<file path="src/rtl/ram_arb_pkg.sv">
// Shared definitions for the byte-wide RAM port arbiter and the two memory shims.
package ram_arb_pkg;

  // Default widths shared with the instruction and data shims
  localparam int RAM_ADDR_W = 32;
  localparam int RAM_DATA_W = 8;

  // Arbiter FSM encoding
  typedef enum logic [1:0] {
    IDLE  = 2'd0,
    OWN_I = 2'd1,
    OWN_D = 2'd2
  } arb_state_e;

  // Owner tag used for read-return routing and round-robin history
  localparam logic TAG_I = 1'b0;
  localparam logic TAG_D = 1'b1;

endpackage

</file>
<file path="src/rtl/ram_port_arbiter.sv">
// ram_port_arbiter: grants the single byte-wide RAM port to either the
// instruction shim or the data shim, holds the grant while the owner keeps its
// use line high, and routes the RAM read byte back to whichever shim issued it.
//
// Build option: define ARB_ROUND_ROBIN_EN to break simultaneous requests from
// IDLE in favour of the shim that did not own the RAM last. Without it the data
// shim wins every tie.
//
// Handshake: x_use is a level request; x_grant rises the cycle after the FSM
// takes ownership and stays high while x_use stays high. A shim only drives
// strobes while it sees x_grant; strobes from the non-owner are masked here.
// data_from_RAM is valid the cycle after RAMread and appears on the issuing
// shim's x_rdata in that same cycle, then is held until the next return.
module ram_port_arbiter
  import ram_arb_pkg::*;
#(
  parameter int ADDR_W = RAM_ADDR_W,
  parameter int DATA_W = RAM_DATA_W
) (
  input  logic              clk,
  input  logic              reset,
  input  logic              i_use,
  input  logic [ADDR_W-1:0] i_addr,
  input  logic              i_read,
  input  logic              d_use,
  input  logic [ADDR_W-1:0] d_addr,
  input  logic [DATA_W-1:0] d_wdata,
  input  logic              d_write,
  input  logic              d_read,
  output logic              i_grant,
  output logic              d_grant,
  output logic [DATA_W-1:0] i_rdata,
  output logic [DATA_W-1:0] d_rdata,
  output logic [ADDR_W-1:0] RAMaddr,
  output logic [DATA_W-1:0] data_to_RAM,
  output logic              RAMwrite,
  output logic              RAMread,
  input  logic [DATA_W-1:0] data_from_RAM,
  output logic [1:0]        dbg_state
);

  arb_state_e        state_q, state_d;
  logic              i_grant_q, i_grant_d;
  logic              d_grant_q, d_grant_d;
  logic              rd_pend_q, rd_pend_d;
  logic              rd_tag_q, rd_tag_d;
  logic [DATA_W-1:0] i_rdata_q, i_rdata_d;
  logic [DATA_W-1:0] d_rdata_q, d_rdata_d;
  logic              tie_to_i;

`ifdef ARB_ROUND_ROBIN_EN
  logic last_owner_q, last_owner_d;

  // Round-robin tie break: the shim that did not own the RAM last goes first
  always_comb begin
    tie_to_i = (last_owner_q == TAG_D);
  end

  // Remember the owner each time the FSM enters an ownership state
  always_comb begin
    last_owner_d = last_owner_q;
    if (state_d == OWN_I && state_q != OWN_I) last_owner_d = TAG_I;
    if (state_d == OWN_D && state_q != OWN_D) last_owner_d = TAG_D;
  end

  // Ownership history register
  always_ff @(posedge clk or posedge reset) begin
    if (reset) last_owner_q <= TAG_I;
    else       last_owner_q <= last_owner_d;
  end
`else
  // Fixed priority: the data shim wins every tie
  always_comb begin
    tie_to_i = 1'b0;
  end
`endif

  // Next-state logic: hold while the owner keeps use high, hand off directly
  always_comb begin
    state_d = state_q;
    case (state_q)
      IDLE: begin
        if (i_use && d_use) state_d = tie_to_i ? OWN_I : OWN_D;
        else if (d_use)     state_d = OWN_D;
        else if (i_use)     state_d = OWN_I;
      end
      OWN_I: begin
        if (!i_use) state_d = d_use ? OWN_D : IDLE;
      end
      OWN_D: begin
        if (!d_use) state_d = i_use ? OWN_I : IDLE;
      end
      default: state_d = IDLE;
    endcase
    i_grant_d = (state_d == OWN_I);
    d_grant_d = (state_d == OWN_D);
  end

  // FSM state and registered grant decode
  always_ff @(posedge clk or posedge reset) begin
    if (reset) begin
      state_q   <= IDLE;
      i_grant_q <= 1'b0;
      d_grant_q <= 1'b0;
    end else begin
      state_q   <= state_d;
      i_grant_q <= i_grant_d;
      d_grant_q <= d_grant_d;
    end
  end

  // RAM-side mux: only the owner's strobes and address reach the RAM
  always_comb begin
    RAMaddr     = '0;
    data_to_RAM = '0;
    RAMwrite    = 1'b0;
    RAMread     = 1'b0;
    case (state_q)
      OWN_I: begin
        RAMaddr = i_addr;
        RAMread = i_read;
      end
      OWN_D: begin
        RAMaddr     = d_addr;
        data_to_RAM = d_wdata;
        RAMwrite    = d_write;
        RAMread     = d_read;
      end
      default: ;
    endcase
  end

  // Read-return router: tag each read with its issuer, steer the returning byte
  always_comb begin
    rd_pend_d = RAMread;
    rd_tag_d  = rd_tag_q;
    if (RAMread) rd_tag_d = (state_q == OWN_D) ? TAG_D : TAG_I;
    i_rdata_d = i_rdata_q;
    d_rdata_d = d_rdata_q;
    if (rd_pend_q && rd_tag_q == TAG_I) i_rdata_d = data_from_RAM;
    if (rd_pend_q && rd_tag_q == TAG_D) d_rdata_d = data_from_RAM;
    i_rdata = i_rdata_d;
    d_rdata = d_rdata_d;
  end

  // Read tag and held return bytes; reset discards any read in flight
  always_ff @(posedge clk or posedge reset) begin
    if (reset) begin
      rd_pend_q <= 1'b0;
      rd_tag_q  <= TAG_I;
      i_rdata_q <= '0;
      d_rdata_q <= '0;
    end else begin
      rd_pend_q <= rd_pend_d;
      rd_tag_q  <= rd_tag_d;
      i_rdata_q <= i_rdata_d;
      d_rdata_q <= d_rdata_d;
    end
  end

  // Grant and debug outputs
  always_comb begin
    i_grant   = i_grant_q;
    d_grant   = d_grant_q;
    dbg_state = state_q;
  end

endmodule

</file>
<file path="config.mk">
export PLATFORM = sky130hd
export DESIGN_NAME = ram_port_arbiter
export DESIGN_NICKNAME = d
export VERILOG_FILES = /design/src/rtl/ram_arb_pkg.sv /design/src/rtl/ram_port_arbiter.sv
export SDC_FILE = /design/constraint.sdc
export NUM_CORES = 1
export LEC_CHECK = 0
export CORE_MARGIN = 2
export CORE_UTILIZATION = 30
export CTS_BUF_LIST = sky130_fd_sc_hd__clkbuf_16
export CTS_CLUSTER_DIAMETER = 40
export CTS_CLUSTER_SIZE = 40
export DETAILED_ROUTE_END_ITERATION = 16
export PLACE_DENSITY = 0.83
export SLEW_MARGIN = 20
export SYNTH_ARGS = -nofsm -noshare
export SYNTH_HDL_FRONTEND = slang
export SYNTH_SLANG_ARGS = --single-unit
</file>
<file path="constraint.sdc">
create_clock -name clk -period 4 [get_ports clk]
set_clock_uncertainty 0.1 [all_clocks]
set_input_delay 0.4 -clock clk [delete_from_list [all_inputs] [get_ports clk]]
set_output_delay 0.4 -clock clk [all_outputs]
set_load 0.01 [all_outputs]
</file>
# Yosys cells after proc, flatten, opt, wreduce, memory -nomap -nowiden

Index checks and enable logic that the tools add are counted.

Input bits: 87
Output and inout port bits: 62
Bits in registers: 22

Bitwise gates (word level): 1
Muxes and demuxes: 15
Equality and inequality tests: 4
Reductions and logical operators: 4

Operators with widths:

| kind                 | number |
|---|---|
| $pmux W32 S2         | 1 |
| $mux W8              | 3 |
| $mux W2              | 6 |
| $pmux W2 S3          | 1 |
| $eq A2 B1 Y1 const B | 2 |
| $eq A2 B2 Y1 const B | 2 |
| $logic_and A1 B1 Y1  | 3 |
| $mux W1              | 3 |
| $logic_not A2 Y1     | 1 |
| $pmux W1 S2          | 1 |
| $not A1 Y1           | 1 |

# Longest topological paths before layout

Gate-level depths: netlist of run 1.

Word-level depth: 5
Gate-level depth with buffers: 7

# Least setup slack after synthesis of run 1

OpenSTA, ideal clock, no wires.

Path kind: register -> output
Start point: reg state_q[1] (netlist: dbg_state[1])
End point: out RAMaddr[21]
Slack: 2.027 ns
Path buffers: 2
Required time: 3.500 ns
Data arrival time: 1.473 ns
Cell stages (with the launch flop): 7
Cell sequence: dfrtp_1 -> inv_1 -> ha_1 -> clkbuf_1 -> clkbuf_1 -> a22oi_1 -> nor2b_1

Cells in the longest elaborated chain, start to end: 2

Ends and longest elaborated chain:

| item                                         | RTL line                | source |
|---|---|---|
| from (decl)                                  | ram_port_arbiter.sv:42  | `arb_state_e state_q, state_d;` |
| from (signal assigned)                       | ram_port_arbiter.sv:106 | `state_q <= state_d;` |
| $eq A2 B2 Y1 or $eq A2 B1 Y1 (tied branches) | ram_port_arbiter.sv:118 | `case (state_q)` |
| $pmux W32 S2 (*)                             | ram_port_arbiter.sv:118 |  |
| to (decl)                                    | ram_port_arbiter.sv:34  | `output logic [ADDR_W-1:0] RAMaddr,` |

Every way passes the cells marked *; elsewhere a longest branch is shown, timed or not.

# Worst setup path in the final report of run 1

Start point: reg state_q[0] (netlist: dbg_state[0])
End point: out RAMread

Cells in the longest elaborated chain, start to end: 2

Ends and longest elaborated chain:

| item                                         | RTL line                | source |
|---|---|---|
| $eq A2 B2 Y1 or $eq A2 B1 Y1 (tied branches) | ram_port_arbiter.sv:118 |  |
| $pmux W1 S2 (*)                              | ram_port_arbiter.sv:118 |  |
| to (decl)                                    | ram_port_arbiter.sv:37  | `output logic RAMread,` |

Marked as above.

==> impl_metrics.env, run 1 <==
export IMPL_status="finished, final reports clean"
export IMPL_synth_distinct_cells=17
export IMPL_min_period_ps=2970
export IMPL_place_area_um2=3010
export IMPL_final_cells=358
export IMPL_clk_latency_ps=250
export IMPL_hold_viol=0
export IMPL_cts_hold_buffers=0
export IMPL_firstDrtPassIters=4
export IMPL_ant_nets=0
export IMPL_max_freq_mhz=337
export IMPL_critPathKind="reg -> out"
export IMPL_cts_tree="built"
export IMPL_slowest_stage="ha_1"
export IMPL_initial_core_util_pct=31.1
export IMPL_grt_first_pass_wirelength_mm=7.85
export IMPL_setup_violations=0
export IMPL_ctsRootBufferMaster="clkbuf_16"
export IMPL_cp_start_kind="flop"
export IMPL_syn_nets=240
export IMPL_path_clk_slew_ps=60
export IMPL_p_leak_nw=1.17
export IMPL_n_antenna_cell=0
export IMPL_clockBufferDepth=2
export IMPL_drt_initial_drc_count=110
export IMPL_crit_path_end_kind="primary output"
export IMPL_power_mw=1.96
export IMPL_drt_total_wl_mm=5.18
export IMPL_gr_total_overflow=0
export IMPL_crit_path_max_fanout=33
export IMPL_syn_inst=149
export IMPL_die_h_um=74.0
export IMPL_synth_top_cell_area_share_pct=37.5
export IMPL_slowest_delay_ps=800
export IMPL_synth_top_cell_by_area="dfrtp_1"
export IMPL_grt_usage_pct=18.3
export IMPL_die_x_um=74.0
export IMPL_num_vias=1659
export IMPL_numPortBuffers=148
export IMPL_avgSynthCellArea_um2=9.86
export IMPL_grt_max_degree=34
export IMPL_powerDensity_nw_per_um2=635
export IMPL_gp_congestion=0.810
export IMPL_grt_setup_unrepaired="false"
export IMPL_max_slew_margin_pct=44.5
export IMPL_hold_class="reg -> reg"
export IMPL_cts_resized=0
export IMPL_die_area_um2=5470
export IMPL_synthArstFlopShare_pct=100
export IMPL_drv_slew=0
export IMPL_synth_edf_count=0
export IMPL_h_tree_depth=1
export IMPL_antenna_found_initial=0
export IMPL_via_per_inst=4.63
export IMPL_cp_required_ps=3500
export IMPL_area_delta_synth_final_pct=110
export IMPL_ys_ff_latch=22
export IMPL_wl_per_cell_um=14.5
export IMPL_seq_area_frac_synth_pct=37.5
export IMPL_post_cts_buffers=0
export IMPL_fin_crit_sh_pct=74.2
export IMPL_yosys_top_cells_count="35 x nor2b_1, 33 x a22oi_1, 22 x dfrtp_1, 17 x mux2_2, 12 x clkbuf_1"
export IMPL_place_hpwl_mm=4.09
export IMPL_final_area_um2=3090
export IMPL_ios=149
export IMPL_grt_pass1_vias=1635
export IMPL_worst_slew_pin_slew_ps=832
export IMPL_synth_area_leaders="dfrtp_1 37%, a22oi_1 17%, nor2b_1 15%"
export IMPL_r2r_setup_slack_ps=1790
export IMPL_layout_nets=383
export IMPL_syn_area_um2=1470
export IMPL_drive_above_1_share_pct=8.25
export IMPL_ys_warn_count=0
export IMPL_drc=0
export IMPL_dp_slack_ps=1280
export IMPL_core_um2=4720
export IMPL_dp_cells=354
export IMPL_fin_setup_tns_ps=0
export IMPL_arrival_ps=2470
export IMPL_cts_sinks=22
export IMPL_vdd_ir_drop_max_uv=248
export IMPL_synth_most_common_cell="nor2b_1"
export IMPL_cts_buffers=3
export IMPL_worst_slack_ps=1030
export IMPL_synth_main_ff_cell="dfrtp_1"
export IMPL_num_rows=25
export IMPL_cp_cell_sequence="inv_1, ha_1, nor2b_1, clkdlybuf4s50_1"
export IMPL_timing_max_cap_violations=0
==> state kept, by name, indices dropped and copies added, names as in the netlist <==
name       cells
dbg_state      2
rd_pend_q      1
rd_tag_q       1
i_grant        1
i_rdata_q      8
d_rdata_q      8
d_grant        1
==> cells in the final DEF, fill, tap and decap left out, types with 3 or more instances in the layout <==
cell type / Yosys / routed
ha_1: 4 / 4
nor2b_1: 35 / 35
clkbuf_16: 0 / 3
inv_1: 4 / 4
dfrtp_1: 22 / 22
clkdlybuf4s50_1: 0 / 148
a22oi_1: 33 / 33
mux2_2: 17 / 17
buf_4: 0 / 3
and2_1: 9 / 9
==> routing by layer <==
layer | up-vias | routed length [um] | track usage (%)
li1 | 813 | - | -
met1 | 755 | 2110 | 21.6
met2 | 85 | 2490 | 32.6
met3 | 6 | 527 | 5.83
met4 | 0 | 43 | 3.43
met5 | - | 0 | 0
==> layout make-up <==
class,instances,area (um2)
inverter,4,15.0
clock buffer,3,75.1
sequential,22,551
fill,376,1640
tap,67,83.8
timing repair buffer,151,1500
clock inverter,1,3.75
multi-input combinational,110,853
==> logic make-up after synthesis <==
group           share of synthesized area (%)
compound gates                           19.1
flops                                    37.5
simple gates                             20.8
fa+ha+maj                                3.41
buf+inv                                  4.43
mux                                      14.8
==> report_power, final <==
| part | internal, mW | leakage (nW) | total [mW] | switching [mW] |
|---|---|---|---|---|
| registers | 0.330 | 0.267 | 0.368 | 0.0379 |
| clock network | 0.133 | 0.0385 | 0.207 | 0.0744 |
| logic | 0.804 | 0.864 | 1.38 | 0.579 |
| total | 1.27 | 1.17 | 1.96 | 0.691 |
==> critical path, delay by kind of cell (launching register included) <==
family	cells	cell delay, ps
adder cells (fa/ha/maj)	1	800
buffers and inverters	2	660
flip-flops	1	420
AND/OR/NAND/NOR	1	310
==> final timing paths <==
check                        startpoint           end  cells past startpoint
max                        dbg_state[0]       RAMread                      4
min                        d_rdata_q[0]  d_rdata_q[0]                      1
max reg2reg                dbg_state[0]      rd_tag_q                      4
min reg2reg                d_rdata_q[0]  d_rdata_q[0]                      1
max in group asynchronous         reset  d_rdata_q[4]                      2
min in group asynchronous         reset  d_rdata_q[1]                      2
==> through the flow <==
stage          hold slack [ps]  utilization [%]
6_report                   396             65.3
5_1_grt                    408             65.3
4_1_cts                    399             65.3
3_5_place_dp               386             63.7
3_3_place_gp               377             63.7
2_1_floorplan              289                -
(Power assumes the default switching activity.)
==> run 2, diff against run 1 <==
--- a/config.mk
+++ b/config.mk
@@ -6,12 +6,12 @@
 export NUM_CORES = 1
 export LEC_CHECK = 0
 export CORE_MARGIN = 2
-export CORE_UTILIZATION = 30
+export CORE_UTILIZATION = 26
 export CTS_BUF_LIST = sky130_fd_sc_hd__clkbuf_16
 export CTS_CLUSTER_DIAMETER = 40
 export CTS_CLUSTER_SIZE = 40
 export DETAILED_ROUTE_END_ITERATION = 16
-export PLACE_DENSITY = 0.83
+export PLACE_DENSITY = 0.76
 export SLEW_MARGIN = 20
 export SYNTH_ARGS = -nofsm -noshare
 export SYNTH_HDL_FRONTEND = slang
==> constraint.sdc (replaced) <==
create_clock -name clk -period 2.5 [get_ports clk]
set_clock_uncertainty 0.1 [all_clocks]
set_input_delay 0.25 -clock clk [delete_from_list [all_inputs] [get_ports clk]]
set_output_delay 0.25 -clock clk [all_outputs]
set_load 0.01 [all_outputs]
==> impl_metrics.env, run 2 (synthesis gave the netlist of run 1 again) <==
export IMPL_path_clk_slew_ps=60
export IMPL_arrival_ps=2030
export IMPL_num_fill_cells=486
export IMPL_final_cells=367
export IMPL_vdd_ir_drop_max_uv=542
export IMPL_clockBufferDepth=2
export IMPL_fin_crit_sh_pct=95.4
export IMPL_cp_required_ps=2150
export IMPL_place_hpwl_mm=4.15
export IMPL_gr_total_overflow=0
export IMPL_gp_congestion=0.737
export IMPL_drive_above_1_share_pct=10.8
export IMPL_cts_resized=0
export IMPL_timing_max_cap_violations=0
export IMPL_cp_start_kind="flop"
export IMPL_critPathKind="reg -> out"
export IMPL_wl_met1_mm=2.13
export IMPL_antenna_found_initial=0
export IMPL_clk_latency_ps=250
export IMPL_die_h_um=79.2
export IMPL_max_slew_margin_pct=45.5
export IMPL_slowest_stage="clkdlybuf4s50_1"
export IMPL_grt_first_pass_wirelength_mm=7.97
export IMPL_grt_setup_unrepaired="false"
export IMPL_cts_hold_buffers=0
export IMPL_pwr_share_comb_pct=69.1
export IMPL_seqCellArea_um2=553
export IMPL_power_frac_seq_pct=17.9
export IMPL_p_int_mw=2.20
export IMPL_crit_family="buffers and inverters"
export IMPL_ant_nets=0
export IMPL_via_per_inst=4.64
export IMPL_hold_viol=0
export IMPL_dp_cells=363
export IMPL_layout_nets=387
export IMPL_post_cts_buffers=0
export IMPL_clkPwrFrac_pct=13.0
export IMPL_multi_input_area_um2=856
export IMPL_wl_per_cell_um=14.4
export IMPL_drv_slew=0
export IMPL_drt_total_wl_mm=5.27
export IMPL_switching_share_pct=34.1
export IMPL_ctsRootBufferMaster="clkbuf_16"
export IMPL_p_switching_mw=1.14
export IMPL_final_cell_mix="148 x clkdlybuf4s50_1, 35 x nor2b_1, 33 x a22oi_1"
export IMPL_cp_cell_sequence="inv_1, ha_1, buf_4, a22oi_1, nor2b_1, clkdlybuf4s50_1"
export IMPL_p_leak_nw=1.20
export IMPL_setup_violations=0
export IMPL_num_vias=1702
export IMPL_dr_wl_met3_um=565
export IMPL_hold_class="in -> async"
export IMPL_min_period_ps=2380
export IMPL_fin_setup_tns_ps=0
export IMPL_area_delta_synth_final_pct=116
export IMPL_die_x_um=79.2
export IMPL_drt_initial_drc_count=109
export IMPL_grt_pass1_vias=1695
export IMPL_num_rows=27
export IMPL_slowest_delay_ps=540
export IMPL_initial_core_util_pct=26.8
export IMPL_cts_tree="built"
export IMPL_mostFrequentLayoutCell="clkdlybuf4s50_1"
export IMPL_n_antenna_cell=0
export IMPL_drc=0
export IMPL_die_area_um2=6270
export IMPL_crit_buf_inv=3
export IMPL_h_tree_depth=1
export IMPL_numPortBuffers=148
export IMPL_cts_buffers=3
export IMPL_powerDensity_nw_per_um2=1050
export IMPL_grt_usage_pct=15.8
export IMPL_firstDrtPassIters=4
export IMPL_top_layer="met4"
export IMPL_cts_sinks=22
export IMPL_crit_path_end_kind="primary output"
export IMPL_worst_slew_pin_slew_ps=817
export IMPL_core_um2=5470
export IMPL_max_freq_mhz=419
export IMPL_status="finished, final reports clean"
export IMPL_wl_met2_mm=2.57
export IMPL_crit_path_max_fanout=15
export IMPL_grt_max_degree=27
export IMPL_ios=149
==> run 2: power groups by stage <==
stage / sequential, mW / combinational, mW / clock, mW
floorplan: 0.593 / 1.11 / 0
global placement: 0.587 / 2.26 / 0
detailed placement: 0.602 / 2.28 / 0
CTS: 0.595 / 2.29 / 0.443
global route: 0.615 / 2.48 / 0.467
finish: 0.598 / 2.31 / 0.436
==> run 2: worst paths after layout <==
| check | slack (ps) | from | end | cells after the start |
|---|---|---|---|---|
| max in group asynchronous | 1370 | reset | dbg_state[0] | 2 |
| setup reg to reg | 600 | dbg_state[1] | d_grant | 6 |
| setup / recovery | 120 | dbg_state[1] | RAMaddr[10] | 6 |
| hold / removal | 370 | reset | d_rdata_q[5] | 2 |
| hold reg to reg | 400 | d_rdata_q[5] | d_rdata_q[5] | 1 |
| min in group clk | 400 | d_rdata_q[5] | d_rdata_q[5] | 1 |
==> run 2: cell type report <==
type	instances	area share, %
Sequential cell	22	17.4
Multi-Input combinational cell	110	27.0
Clock buffer	3	2.37
Clock inverter	1	0.947
Tap cell	72	2.84
Inverter	4	0.473
Timing Repair Buffer	155	49.0
==> run 2: metal layers <==
metal | track usage [%] | up-vias
met2 | 29.0 | 96
met5 | 0 | -
met1 | 18.7 | 780
met3 | 3.86 | 2
met4 | 3.10 | 0
li1 | - | 824
==> run 2: through the flow <==
step	hold slack (ps)	cell area [um2]	worst slack (ps)	utilization [%]	total power, mW
2_1_floorplan	139	1470	676	-	1.70
3_3_place_gp	377	3040	357	55.6	2.84
3_5_place_dp	381	3040	325	55.6	2.88
4_1_cts	390	3150	42.2	57.5	3.33
5_1_grt	404	3170	0.208	58.0	3.56
6_report	366	3170	116	58.0	3.34
==> RTL edit 1, RTL diff (flow settings as in run 2) <==
`RAM_ADDR_W`: 32 -> 36.
--- a/src/rtl/ram_arb_pkg.sv
+++ b/src/rtl/ram_arb_pkg.sv
@@ -3,5 +3,5 @@
 
   // Default widths shared with the instruction and data shims
-  localparam int RAM_ADDR_W = 32;
+  localparam int RAM_ADDR_W = 36;
   localparam int RAM_DATA_W = 8;
 
Interface: changed (resized RAMaddr, d_addr and i_addr); port bits go from 149 to 161. The function was not compared with the original's and may differ.
==> RTL edit 1 against run 2 <==
- sequential cell count unchanged
- worst hold slack improved by 1.3 ps
- worst setup slack improved by 0.72 ps
- synthesized area increased by 4.1%
- combinational power increased by 12%
- via count increased by 8.1%
- design area increased by 6.6%
- sequential share of layout area decreased by 1.1 points
- routed wire length increased by 18%
- total power increased by 4.2%
- sequential power decreased by 2%
==> RTL edit 1: results (changes against run 2) <==
.. list-table::
   :header-rows: 1

   * - Metric
     - Value
   * - Share of the core filled with cells in the final layout
     - 60.3% (+2.3 points)
   * - Global placer's final weighted congestion
     - 0.748 (+1.4%)
   * - Maximum number of pins on one net before global-route repair
     - 39 (+44%)
   * - Placed wire-length estimate after detailed placement
     - 4850 microns (+17%)
   * - Clock-cell share of area
     - 2.22% (-1.1 points)
   * - Status
     - complete, no violations
   * - First-pass GRT wire length
     - 8850 microns (+11%)
   * - Fraction of final layout cells sized beyond drive strength 1
     - 10.2% (-0.66 points)
   * - Post-route met1 wirelength
     - 2370 microns (+11%)
   * - Met3 routed WL
     - 456 microns (-19%)
   * - Switch Pwr
     - 1.24 mW (+8.3%)
   * - Leading cell types by count after synthesis
     - nor2b_1, a22oi_1, dfrtp_1
   * - Met2 demand-to-capacity share in global routing
     - 30.9% (+1.9 points)
   * - Proportion of cell area occupied by registers
     - 16.3% (-1.1 points)
   * - Sequential cell fraction of total power
     - 16.8% (-1.1 points)
   * - Detailed-route via count
     - 1840 (+8.1%)
   * - Met1 Track Usage GR
     - 20.4% (+1.7 points)
   * - Filler cell count in the final layout
     - 501 (+3.1%)
   * - Internal Dissipation
     - 2.25 mW (+2.1%)
   * - Post-synthesis compound-gate area fraction
     - 20.3% (+1.2 points)
   * - Maximum VDD drop
     - 0.000505 V (-6.9%)
   * - Number of multi-input combinational cells
     - 118 (+7.3%)
   * - Combined area of the multi-input logic cells
     - 936 sq um (+9.4%)
   * - Average footprint of a synthesized cell
     - 9.68 sq um (-1.8%)
   * - Non-clock buffer count
     - 167 (+7.7%)
   * - Launching element of the worst setup path
     - dbg_state[0]$_DFF_PP0_
   * - Fin nets
     - 415 (+7.2%)
   * - Sequential cell area fraction in the yosys report
     - 36.0% (-1.5 points)
[RTL edit 1: changes by cell type after synthesis]
cell,change
clkbuf_1,-5
buf_1,+5
a22oi_1,+4
buf_2,+1
nor2b_1,+4
[RTL edit 1: final timing paths]
path	slack, ps	depth (start not counted)	end
max	120	6	RAMaddr[13]
min	370	2	i_rdata_q[6]$_DFF_PP0_
max reg2reg	500	6	i_grant$_DFF_PP0_
min reg2reg	400	1	d_rdata_q[0]$_DFF_PP0_
max in group asynchronous	1380	2	dbg_state[1]$_DFF_PP0_
min in group clk	400	1	d_rdata_q[0]$_DFF_PP0_
[RTL edit 1: worst max-delay path: cells and delay by family, from the launching register on]
kind | cells | cell delay [ps]
buffers and inverters | 3 | 900
DFF | 1 | 380
adders and majority gates | 1 | 240
and+or+nand+nor | 1 | 140
AOI/OAI and AO/OA | 1 | 120
==> RTL edit 2, RTL diff (config.mk and constraints of run 2) <==
Made on the original files. Take the reset off `i_rdata_q` and `d_rdata_q` and load them in a clocked block of their own.
--- a/src/rtl/ram_port_arbiter.sv
+++ b/src/rtl/ram_port_arbiter.sv
@@ -149,12 +149,13 @@
       rd_pend_q <= 1'b0;
       rd_tag_q  <= TAG_I;
-      i_rdata_q <= '0;
-      d_rdata_q <= '0;
     end else begin
       rd_pend_q <= rd_pend_d;
       rd_tag_q  <= rd_tag_d;
-      i_rdata_q <= i_rdata_d;
-      d_rdata_q <= d_rdata_d;
     end
+  end
+
+  always_ff @(posedge clk) begin
+    i_rdata_q <= i_rdata_d;
+    d_rdata_q <= d_rdata_d;
   end
 
Function: differs if reset is asserted again (counterexample within 4 cycles, from zero or initial values and one cycle with reset high); with reset held inactive, the same outputs for 10 cycles.
==> RTL edit 2 against run 2 <==
- total power decreased by 3.7%
- design area decreased by 2.8%
- final cell count unchanged
- clock power decreased by 25%
- critical path type unchanged
- count of clock-buffer cells in the layout unchanged
- synthesized area decreased by 5.5%
- sequential cell count unchanged
- routed wire length decreased by 6.0%
- worst setup slack improved by 27 ps
- worst hold slack got worse by 260 ps
- global-route usage increased by 0.79 points
==> RTL edit 2: results (changes against run 2) <==
.. list-table::
   :header-rows: 1

   * - Metric
     - Value
   * - Via-per-instance ratio
     - 4.53 (-2.3%)
   * - Area contributors post-synth
     - dfxtp_1, a22oi_1, nor2b_1
   * - Sequential cell area fraction in the yosys report
     - 33.9% (-3.6 points)
   * - All-layer global routing usage
     - 16.6% (+0.79 points)
   * - Most instantiated flip-flop cell in the synthesis netlist
     - dfxtp_1
   * - Average footprint of a synthesized cell
     - 9.32 sq um (-5.5%)
   * - Critical-path maximum fanout
     - 17 (+2)
   * - Net count after synthesis
     - 240 (unchanged)
   * - Maximum number of pins on one net before global-route repair
     - 20 (-26%)
   * - Fraction of final layout cells sized beyond drive strength 1
     - 11.4% (+0.60 points)
   * - Startpoint-to-endpoint class of the critical path
     - register to output pin
   * - Capture point of the worst path
     - RAMaddr[19]
   * - Internal Dissipation
     - 2.11 mW (-4.1%)
   * - R2r startpoint
     - dbg_state[0]$_DFF_PP0_
   * - Number of cells on the worst reg-to-reg path
     - 7 (+1)
   * - Endpoint of the worst-slack reg-to-reg timing path
     - i_grant$_DFF_PP0_
   * - Setup Slack @ Placement
     - 243 ps (-81.4 ps)
   * - First-pass GRT wire length
     - 8160 microns (+2.4%)
   * - Area after DPL
     - 2980 sq um (-2.2%)
   * - Status
     - complete, no violations
   * - Cts bufs inserted
     - 3 (unchanged)
   * - Leading cell types by count after synthesis
     - nor2b_1, a22oi_1, mux2_2
   * - CP top delay family
     - buffers and inverters
   * - Maximum VDD drop
     - 0.000445 V (-18%)
   * - Worst endpoint data arrival time
     - 2010 ps (-20 ps)
   * - Leakage
     - 1.15 nW (-4.5%)
   * - Synth warn
     - 0 (unchanged)
   * - Global placer's final weighted congestion
     - 0.747 (+1.3%)
   * - Count of unique library cells instantiated by Yosys
     - 18 (+1)
   * - Worst Max-Slew Pin Slew
     - 463 ps (-354 ps)
   * - Fin nets
     - 389 (+0.52%)
   * - Crit-path slowest cell
     - clkdlybuf4s50_1
   * - Largest buffer count on any clock path
     - 2 (unchanged)
   * - Placed wire-length estimate after detailed placement
     - 4040 microns (-2.7%)
   * - Drt wl/cell
     - 13.5 microns (-6.0%)
   * - Share of synthesized flip-flops with an asynchronous set or reset
     - 27.3% (-73 points)
   * - Initial drt markers
     - 45 (-59%)
   * - Via count of the first global-routing pass
     - 1767 (+4.2%)
   * - Reg2reg setup slack
     - 570 ps (-30 ps)
   * - Maximum clock rate
     - 0.424 GHz (+1.2%)
   * - Detailed-route via count
     - 1663 (-2.3%)
==> RTL edit 2: cell types whose count changed after synthesis, sizes merged <==
cell   change
dfxtp     +16
dfrtp     -16
==> RTL edit 2: timing repair <==
item,in CTS,in global routing
resized for setup,2,6
hold buffers,0,0
pin swaps,0,0
setup endpoints to repair,16,24
==> RTL edit 2: worst min-delay path by stage <==
stage	start	endpoint	slack, ps	cells past startpoint
6_report	reset	d_grant$_DFF_PP0_	110	2
5_1_grt	reset	dbg_state[0]$_DFF_PP0_	110	2
4_1_cts	reset	dbg_state[0]$_DFF_PP0_	110	2
3_5_place_dp	d_rdata_q[1]$_DFF_P_	d_rdata_q[1]$_DFF_P_	360	1
3_3_place_gp	d_rdata_q[4]$_DFF_P_	d_rdata_q[4]$_DFF_P_	350	1
2_1_floorplan	reset	d_grant$_DFF_PP0_	-60	1
==> RTL edit 2: kinds of logic after synthesis <==
logic type      after synthesis  synth area share [%]
mux                          19                  15.7
buf+inv                      17                  4.68
compound gates               37                  20.2
simple gates                 50                  22.0
flops                        22                  33.9
fa+ha+maj                     4                  3.60
==> RTL edit 2: routing by layer <==
metal | GRT usage, % | part of all wire, % | wire length [microns] | up-vias
li1 | - | - | - | 825
met1 | 18.3 | 38 | 1870 | 753
met2 | 30.8 | 53 | 2630 | 83
met3 | 4.71 | 8.9 | 440 | 2
met4 | 4.82 | 0.34 | 17 | 0
met5 | 0 | 0 | 0 | -
==> RTL edit 2: power groups by stage <==
stage	registers [mW]	clock network (mW)	logic, mW
floorplan	0.598	0	1.10
global placement	0.591	0	2.25
detailed placement	0.603	0	2.28
CTS	0.597	0.336	2.30
global route	0.623	0.363	2.48
finish	0.602	0.327	2.29
==> RTL edit 2: area by class of cell <==
cell class,count,area (sq um)
inverters,4,15.0
repair buffers,157,1560
clock buffers,3,75.1
flip-flops and latches,22,473
clock inverters,1,3.75
fillers,474,2060
well taps,70,87.6
multi-input cells,110,868
==> RTL edit 2: through the flow <==
| stage | power, mW | utilization [%] |
|---|---|---|
| finish | 3.22 | 60.0 |
| detailed placement | 2.88 | 57.9 |
| floorplan | 1.70 | - |
| global placement | 2.84 | 57.9 |
| CTS | 3.23 | 59.5 |
| global route | 3.47 | 60.0 |
==> RTL edit 2: worst reg2reg max path, stage by stage (launching register included) <==
cell and delay (ps):
dfrtp_2 410, inv_1 100, ha_4 200, buf_6 160
nand2_1 60, o21ai_0 80, a222oi_1 470, nor3b_1 260
